### src/rtl/dma_bus_initiator_if.sv
// Purpose: bundles the sequencer handshake and 68030-style host bus signals of the DMA bus initiator.
// Latency: none; plain wires.
// Backpressure: the sequencer waits for CYCLE_ACK/CYCLE_DONE; the host slave stalls via DSACK_/BERR_.
// Ports (master view):
//   in : OWN, CYCLE_REQ, CYCLE_RW, ADDR_IN, WDATA_IN, DATA_BUS_IN, DSACK_, BERR_
//   out: CYCLE_ACK, CYCLE_DONE, CYCLE_ERR, RDATA, PORT16, AS_, DS_, R_W,
//        ADDR_OUT, DATA_OUT, DATA_OE, BUS_ACTIVE
interface dma_bus_initiator_if;
  // sequencer side
  logic        OWN;
  logic        CYCLE_REQ;
  logic        CYCLE_RW;
  logic [31:0] ADDR_IN;
  logic [31:0] WDATA_IN;
  logic        CYCLE_ACK;
  logic        CYCLE_DONE;
  logic        CYCLE_ERR;
  logic [31:0] RDATA;
  logic        PORT16;
  // host bus side
  logic [31:0] DATA_BUS_IN;
  logic [1:0]  DSACK_;
  logic        BERR_;
  logic        AS_;
  logic        DS_;
  logic        R_W;
  logic [31:0] ADDR_OUT;
  logic [31:0] DATA_OUT;
  logic        DATA_OE;
  logic        BUS_ACTIVE;

  modport master (
    input  OWN, CYCLE_REQ, CYCLE_RW, ADDR_IN, WDATA_IN,
    input  DATA_BUS_IN, DSACK_, BERR_,
    output CYCLE_ACK, CYCLE_DONE, CYCLE_ERR, RDATA, PORT16,
    output AS_, DS_, R_W, ADDR_OUT, DATA_OUT, DATA_OE, BUS_ACTIVE
  );

  modport slave (
    output OWN, CYCLE_REQ, CYCLE_RW, ADDR_IN, WDATA_IN,
    output DATA_BUS_IN, DSACK_, BERR_,
    input  CYCLE_ACK, CYCLE_DONE, CYCLE_ERR, RDATA, PORT16,
    input  AS_, DS_, R_W, ADDR_OUT, DATA_OUT, DATA_OE, BUS_ACTIVE
  );
endinterface

### src/rtl/dma_bus_initiator.sv
// Purpose: bus-master side of a 68030-style asynchronous bus cycle for DMA transfers.
// Latency: ACK 1 clk after REQ sampled; DONE 5 clks after REQ with zero wait states; 7 clks min spacing.
// Backpressure: REQ held off while OWN=0; slave stretches the cycle via DSACK_/BERR_, bounded by TIMEOUT.
// Ports:
//   CLK, RST  : clock, synchronous active-high reset
//   bus       : master modport carrying sequencer handshake (REQ/ACK/DONE/ERR/RDATA/PORT16)
//               and host bus signals (AS_/DS_/R_W/ADDR_OUT/DATA_OUT/DATA_OE/BUS_ACTIVE, DSACK_/BERR_/DATA_BUS_IN)
module dma_bus_initiator #(
  parameter int TIMEOUT = 64,  // WAIT cycles before the cycle aborts (2..255)
  parameter int TO_W    = 8    // timeout counter width, must hold TIMEOUT
) (
  input  logic                 CLK,
  input  logic                 RST,
  dma_bus_initiator_if.master  bus
);

  typedef enum logic [2:0] {
    IDLE,
    S_ADDR,
    S_STRB,
    S_WAIT,
    S_TERM,
    S_NEG,
    S_ERR,
    S_REC
  } state_e;

  state_e          state_q, state_d;
  logic [TO_W-1:0] cnt_q, cnt_d;
  logic            rw_q, rw_d;
  logic [31:0]     addr_q, addr_d;
  logic [31:0]     wdata_q, wdata_d;
  logic [31:0]     rdata_q, rdata_d;
  logic            port16_q, port16_d;
  logic            ack_q, ack_d;
  logic            done_q, done_d;
  logic            err_q, err_d;
  logic            as_n_q, as_n_d;
  logic            ds_n_q, ds_n_d;
  logic            r_w_q, r_w_d;
  logic            data_oe_q, data_oe_d;
  logic            bus_active_q, bus_active_d;

  logic term_seen;
  logic berr_seen;

  assign term_seen = (bus.DSACK_ != 2'b11);
  assign berr_seen = ~bus.BERR_;

  // Next state, captured request and counter.
  always_comb begin
    state_d  = state_q;
    cnt_d    = cnt_q;
    rw_d     = rw_q;
    addr_d   = addr_q;
    wdata_d  = wdata_q;
    rdata_d  = rdata_q;
    port16_d = port16_q;
    ack_d    = 1'b0;

    case (state_q)
      IDLE: begin
        cnt_d = '0;
        if (bus.CYCLE_REQ && bus.OWN) begin
          rw_d     = bus.CYCLE_RW;
          addr_d   = bus.ADDR_IN;
          wdata_d  = bus.WDATA_IN;
          port16_d = 1'b0;
          ack_d    = 1'b1;
          state_d  = S_ADDR;
        end
      end
      S_ADDR: state_d = S_STRB;
      S_STRB: state_d = S_WAIT;
      S_WAIT: begin
        // BERR_ beats DSACK_ when both arrive together.
        if (berr_seen) begin
          state_d = S_ERR;
        end else if (term_seen) begin
          port16_d = (bus.DSACK_ == 2'b01);
          state_d  = S_TERM;
        end else if (cnt_q == TO_W'(TIMEOUT - 1)) begin
          state_d = S_ERR;
        end else begin
          cnt_d = cnt_q + 1'b1;
        end
      end
      S_TERM: begin
        // Slave data is stable one clock after termination was seen.
        if (rw_q) begin
          rdata_d = bus.DATA_BUS_IN;
        end
        state_d = S_NEG;
      end
      S_NEG:  state_d = S_REC;
      S_ERR:  state_d = S_REC;
      S_REC: begin
        // Do not start another cycle while the slave still drives termination.
        if (!term_seen && !berr_seen) begin
          state_d = IDLE;
        end
      end
      default: state_d = IDLE;
    endcase
  end

  // Bus outputs are decoded from the next state so every pin comes from a flop
  // yet lines up with the state it belongs to.
  always_comb begin
    as_n_d       = 1'b1;
    ds_n_d       = 1'b1;
    r_w_d        = 1'b1;
    data_oe_d    = 1'b0;
    bus_active_d = 1'b0;
    done_d       = 1'b0;
    err_d        = 1'b0;

    case (state_d)
      S_ADDR: begin
        r_w_d        = rw_d;
        bus_active_d = 1'b1;
        data_oe_d    = ~rw_d;
      end
      S_STRB: begin
        r_w_d        = rw_d;
        bus_active_d = 1'b1;
        data_oe_d    = ~rw_d;
        as_n_d       = 1'b0;
        // Reads assert DS_ with AS_; writes wait one clock for data setup.
        ds_n_d       = ~rw_d;
      end
      S_WAIT, S_TERM: begin
        r_w_d        = rw_d;
        bus_active_d = 1'b1;
        data_oe_d    = ~rw_d;
        as_n_d       = 1'b0;
        ds_n_d       = 1'b0;
      end
      S_NEG: begin
        r_w_d        = rw_d;
        bus_active_d = 1'b1;
        // Write data held one clock past strobe negation.
        data_oe_d    = ~rw_d;
        done_d       = 1'b1;
      end
      S_ERR: begin
        r_w_d        = rw_d;
        bus_active_d = 1'b1;
        done_d       = 1'b1;
        err_d        = 1'b1;
      end
      S_REC: begin
        bus_active_d = 1'b1;
      end
      default: ;
    endcase
  end

  always_ff @(posedge CLK) begin
    if (RST) begin
      state_q      <= IDLE;
      cnt_q        <= '0;
      rw_q         <= 1'b1;
      addr_q       <= '0;
      wdata_q      <= '0;
      rdata_q      <= '0;
      port16_q     <= 1'b0;
      ack_q        <= 1'b0;
      done_q       <= 1'b0;
      err_q        <= 1'b0;
      as_n_q       <= 1'b1;
      ds_n_q       <= 1'b1;
      r_w_q        <= 1'b1;
      data_oe_q    <= 1'b0;
      bus_active_q <= 1'b0;
    end else begin
      state_q      <= state_d;
      cnt_q        <= cnt_d;
      rw_q         <= rw_d;
      addr_q       <= addr_d;
      wdata_q      <= wdata_d;
      rdata_q      <= rdata_d;
      port16_q     <= port16_d;
      ack_q        <= ack_d;
      done_q       <= done_d;
      err_q        <= err_d;
      as_n_q       <= as_n_d;
      ds_n_q       <= ds_n_d;
      r_w_q        <= r_w_d;
      data_oe_q    <= data_oe_d;
      bus_active_q <= bus_active_d;
    end
  end

  assign bus.CYCLE_ACK  = ack_q;
  assign bus.CYCLE_DONE = done_q;
  assign bus.CYCLE_ERR  = err_q;
  assign bus.RDATA      = rdata_q;
  assign bus.PORT16     = port16_q;
  assign bus.AS_        = as_n_q;
  assign bus.DS_        = ds_n_q;
  assign bus.R_W        = r_w_q;
  assign bus.ADDR_OUT   = addr_q;
  assign bus.DATA_OUT   = wdata_q;
  assign bus.DATA_OE    = data_oe_q;
  assign bus.BUS_ACTIVE = bus_active_q;

endmodule

### src/flat_wrapper.sv
// flat-port wrapper written by rule: the top's interface ports become plain ports
module dma_bus_initiator_flat 
#(
  parameter int TIMEOUT = 64,                                                 
  parameter int TO_W    = 8                                               
)
  (CLK, RST, bus_OWN, bus_CYCLE_REQ, bus_CYCLE_RW, bus_ADDR_IN, bus_WDATA_IN, bus_DATA_BUS_IN, bus_DSACK_, bus_BERR_, bus_CYCLE_ACK, bus_CYCLE_DONE, bus_CYCLE_ERR, bus_RDATA, bus_PORT16, bus_AS_, bus_DS_, bus_R_W, bus_ADDR_OUT, bus_DATA_OUT, bus_DATA_OE, bus_BUS_ACTIVE);
  dma_bus_initiator_if bus_i ();
  input  logic CLK;
  input  logic RST;
  input wire logic [$bits(bus_i.OWN)-1:0] bus_OWN;
  input wire logic [$bits(bus_i.CYCLE_REQ)-1:0] bus_CYCLE_REQ;
  input wire logic [$bits(bus_i.CYCLE_RW)-1:0] bus_CYCLE_RW;
  input wire logic [$bits(bus_i.ADDR_IN)-1:0] bus_ADDR_IN;
  input wire logic [$bits(bus_i.WDATA_IN)-1:0] bus_WDATA_IN;
  input wire logic [$bits(bus_i.DATA_BUS_IN)-1:0] bus_DATA_BUS_IN;
  input wire logic [$bits(bus_i.DSACK_)-1:0] bus_DSACK_;
  input wire logic [$bits(bus_i.BERR_)-1:0] bus_BERR_;
  output wire logic [$bits(bus_i.CYCLE_ACK)-1:0] bus_CYCLE_ACK;
  output wire logic [$bits(bus_i.CYCLE_DONE)-1:0] bus_CYCLE_DONE;
  output wire logic [$bits(bus_i.CYCLE_ERR)-1:0] bus_CYCLE_ERR;
  output wire logic [$bits(bus_i.RDATA)-1:0] bus_RDATA;
  output wire logic [$bits(bus_i.PORT16)-1:0] bus_PORT16;
  output wire logic [$bits(bus_i.AS_)-1:0] bus_AS_;
  output wire logic [$bits(bus_i.DS_)-1:0] bus_DS_;
  output wire logic [$bits(bus_i.R_W)-1:0] bus_R_W;
  output wire logic [$bits(bus_i.ADDR_OUT)-1:0] bus_ADDR_OUT;
  output wire logic [$bits(bus_i.DATA_OUT)-1:0] bus_DATA_OUT;
  output wire logic [$bits(bus_i.DATA_OE)-1:0] bus_DATA_OE;
  output wire logic [$bits(bus_i.BUS_ACTIVE)-1:0] bus_BUS_ACTIVE;
  assign bus_i.OWN = bus_OWN;
  assign bus_i.CYCLE_REQ = bus_CYCLE_REQ;
  assign bus_i.CYCLE_RW = bus_CYCLE_RW;
  assign bus_i.ADDR_IN = bus_ADDR_IN;
  assign bus_i.WDATA_IN = bus_WDATA_IN;
  assign bus_i.DATA_BUS_IN = bus_DATA_BUS_IN;
  assign bus_i.DSACK_ = bus_DSACK_;
  assign bus_i.BERR_ = bus_BERR_;
  assign bus_CYCLE_ACK = bus_i.CYCLE_ACK;
  assign bus_CYCLE_DONE = bus_i.CYCLE_DONE;
  assign bus_CYCLE_ERR = bus_i.CYCLE_ERR;
  assign bus_RDATA = bus_i.RDATA;
  assign bus_PORT16 = bus_i.PORT16;
  assign bus_AS_ = bus_i.AS_;
  assign bus_DS_ = bus_i.DS_;
  assign bus_R_W = bus_i.R_W;
  assign bus_ADDR_OUT = bus_i.ADDR_OUT;
  assign bus_DATA_OUT = bus_i.DATA_OUT;
  assign bus_DATA_OE = bus_i.DATA_OE;
  assign bus_BUS_ACTIVE = bus_i.BUS_ACTIVE;
  dma_bus_initiator #(.TIMEOUT(TIMEOUT), .TO_W(TO_W)) u_core (.CLK(CLK), .RST(RST), .bus(bus_i));
endmodule
### config.mk
export PLATFORM = sky130hd
export DESIGN_NAME = dma_bus_initiator_flat
export DESIGN_NICKNAME = d
export VERILOG_FILES = /design/src/rtl/dma_bus_initiator_if.sv /design/src/rtl/dma_bus_initiator.sv /design/src/flat_wrapper.sv
export SDC_FILE = /design/constraint.sdc
export NUM_CORES = 1
export LEC_CHECK = 0
export CAP_MARGIN = 10
export CORE_MARGIN = 2
export CORE_UTILIZATION = 40
export CTS_CLUSTER_DIAMETER = 40
export DETAILED_ROUTE_END_ITERATION = 7
export GPL_TIMING_DRIVEN = 0
export MAX_ROUTING_LAYER = met4
export PLACE_DENSITY = 0.75
export SLEW_MARGIN = 20
export SYNTH_ARGS = -nofsm -noshare
export SYNTH_HDL_FRONTEND = slang
export SYNTH_SLANG_ARGS = --single-unit
### constraint.sdc
create_clock -name CLK -period 2.1 [get_ports CLK]
set_clock_uncertainty 0.2 [all_clocks]
set_input_delay 0.315 -clock CLK [delete_from_list [all_inputs] [get_ports CLK]]
set_output_delay 0.315 -clock CLK [all_outputs]
set_load 0.02 [all_outputs]
==> out/metrics.cfg, run 1 <==
[synthesis]
async_reset_ff_frac = 0
syn_nets = 633
netlist_area_um2 = 4300
yosysSeqAreaShare = 0.545
synth-edff-count = 0
synth.area.top_cells = dfxtp_1, nand2_1, a21oi_1
synth_warnings = 0
netlist.area_leader.share = 0.545
synthFlopType = dfxtp_1
synth_top_area_cell = dfxtp_1
syn_inst = 528
synth_cell_types = 44
avgSynthCellArea_um2 = 8.14
ys_ff_latch = 117

[place]
portBuffers = 208
dp_hpwl_mm = 10.3
gp_congestion = 0.855
dp_slack_ns = -0.516
placedCellCount = 872

[global_routing]
grt_overflow_total = 0
globalRouteTotalUtil = 0.232
grt_max_degree = 17
grt_pass1_wl_mm = 20.3
grt_pass1_vias = 4125
grt_antenna_before_repair = 0

[clocking]
cts_buffers = 17
clkSinkCount = 117
htree_levels = 4
tritoncts = done
clkTransAtPathRegs_ns = 0.06
clockRootBuffer = clkbuf_8
insertion_delay_ns = 0.49
cts_setup_buffers = 0
clockBufferDepth = 2

[die]
fp.dieH_um = 108
core_um2 = 10400
initial_core_util = 0.415
die_x_um = 108
fp-row-count = 37
io_pins = 209
dieArea_um2 = 11600

[worst_setup_path]
critPathArrivalTime_ns = 1.48
path_buf_inv = 1
required_ns = 1.58
worstPathMaxFanout = 2
end_kind = output port
cpPeakStageDelay_ns = 0.66
crit_chain = clkdlybuf4s50_1
cp_top_family = buffers and inverters
worstSetupStartpointType = register
slowest_stage = clkdlybuf4s50_1
critPathKind = register to output port

[sta]
hold_viol_final = 0
layout_setup_ws_ns = 0.101
period_share = 0.952
drv_slew = 0
fmax_mhz = 500
grt_setup_unrepaired = no
setup_viol = 0
slew_headroom = 0.653
period_needed_ns = 2.00
tightest_slew_ns = 0.521

[power_and_ir_drop]
p_sw_w = 0.00146
comb_power_share = 0.141
clkPwrFrac = 0.465
leakage_nw = 2.55
power_w = 0.00600
intPower_w = 0.00454
switching_share = 0.244
p_per_area_nw_per_um2 = 841
peakVddDrop_uv = 529
pwr-share-seq = 0.394

[route]
vias_per_cell = 4.92
ant_nets = 0
drtPass1Iterations = 5
dr_total_vias = 4442
drt-initial-drc-count = 277
route.detailed.drc = 0
routed_wl_mm = 13.6
detail_route.wl_per_cell_um = 15.0

[cells_and_area]
nNetsFinal = 860
final-instance-count-excl-fill = 903
final_layout_size_suffix_gt1_frac = 0.0808
antenna_cells = 0
mostFrequentLayoutCell = clkdlybuf4s50_1
synthToLayoutAreaGrowth_pct = 66.0
layout_common_cells = clkdlybuf4s50_1, nand2_1, dfxtp_1

[min_path]
hold_path_class = primary input to register

[flow_run]
drv_cap = 0

[outcome]
status = completed

-- kinds of logic (layout without fill, tap and decap cells) --
logic type      count (synthesis)  in the layout  share of synthesized area
flops                         117            117                      0.545
mux                             1              1                    0.00233
fa+ha+maj                       1              1                    0.00291
xor+xnor                        6              6                     0.0122
compound gates                128            128                      0.177
simple gates                  236            236                      0.223
buf+inv                        39            278                     0.0378
-- synthesized netlist by cell type (2+ instances only) --
library cell	instances
o21ai_0	2
a211oi_1	4
nand4_1	2
or3_1	2
a31oi_1	2
and3_1	5
nand3_1	2
xor2_1	5
dfxtp_1	117
inv_1	3
a21oi_1	102
clkbuf_1	22
nor2_1	13
nand2_1	200
o21bai_1	2
o2111ai_1	3
and2_1	2
o211ai_1	2
buf_2	13
-- worst min-delay path, delay by kind of cell --
kind | cells | cell delay, ns
compound gates | 1 | 0.05
simple gates | 1 | 0.06
buf+inv | 1 | 0.39
-- timing repair --
| item | in CTS | in global routing |
|---|---|---|
| hold buffers | 0 | 0 |
| endpoints found under the setup margin | 0 | 45 |
| resized for setup | 0 | 5 |
-- state kept, by name (all words and copies together), names as in the netlist --
name and count:
u_core.rw_q 1, u_core.bus.CYCLE_ACK 1, u_core.bus.CYCLE_DONE 1, u_core.bus.R_W 1
u_core.bus.DATA_OUT 32, u_core.bus.RDATA 32, u_core.bus.DS_ 1, u_core.bus.DATA_OE 1
u_core.bus.AS_ 1, u_core.cnt_q 8, u_core.bus.BUS_ACTIVE 1, u_core.bus.ADDR_OUT 32
u_core.bus.PORT16 1, u_core.state_q 3, u_core.bus.CYCLE_ERR 1
-- area by class of cell --
class / instances / area, um2
buffer: 36 / 154
clock buffer: 18 / 418
clock inverter: 13 / 159
fill: 859 / 3230
inverter: 3 / 11.3
multi-input combinational: 372 / 1800
sequential: 117 / 2340
tap: 136 / 170
timing repair buffer: 208 / 2080
-- power by group through the flow --
stage | clock (W) | sequential [W] | combinational [W]
floorplan | 0 | 0.00252 | 0.000274
global placement | 0 | 0.00241 | 0.000834
detailed placement | 0 | 0.00241 | 0.000845
CTS | 0.00283 | 0.00236 | 0.000850
global route | 0.00294 | 0.00237 | 0.000912
finish | 0.00279 | 0.00237 | 0.000848
-- path summary, 6_finish.rpt --
kind                                                      startpoint                                 to  slack, ns  cells after the start
worst max-delay path            u_core.bus.ADDR_OUT[13]$_SDFFE_PP0P_                   bus_ADDR_OUT[13]       0.10                      1
worst min-delay path                             bus_DATA_BUS_IN[16]  u_core.bus.RDATA[16]$_SDFFE_PP0P_       0.16                      3
worst max register to register          u_core.state_q[0]$_SDFF_PP0_          u_core.bus.R_W$_SDFF_PP1_       0.13                      5
worst min register to register     u_core.bus.RDATA[11]$_SDFFE_PP0P_  u_core.bus.RDATA[11]$_SDFFE_PP0P_       0.25                      2
-- routing by layer --
metal,part of all wire,vias up,global-route usage
met3,0.087,12,0.0823
li1,-,2205,-
met4,0.011,0,0.0705
met2,0.49,173,0.393
met1,0.41,2052,0.257
met5,0,-,-
-- stage by stage --
stage / utilization / instance area (um2) / setup TNS [ns] / hold WS [ns]
global route: 0.688 / 7140 / 0 / 0.146
floorplan: - / 4300 / 0 / 0.251
global placement: 0.632 / 6550 / -16.02 / 0.241
detailed placement: 0.632 / 6550 / -17.90 / 0.246
finish: 0.688 / 7140 / 0 / 0.162
CTS: 0.687 / 7130 / 0 / 0.144
Note: power is estimated with default switching activity, not from simulation.
==> inputs of run 2 (changes only) <==
--- a/config.mk
+++ b/config.mk
@@ -13,7 +13,6 @@
 export GPL_TIMING_DRIVEN = 0
 export MAX_ROUTING_LAYER = met4
 export PLACE_DENSITY = 0.75
-export SLEW_MARGIN = 20
 export SYNTH_ARGS = -nofsm -noshare
 export SYNTH_HDL_FRONTEND = slang
 export SYNTH_SLANG_ARGS = --single-unit
==> results of run 2 <==
Final layout, timing and power as in run 1 (identical DEF).
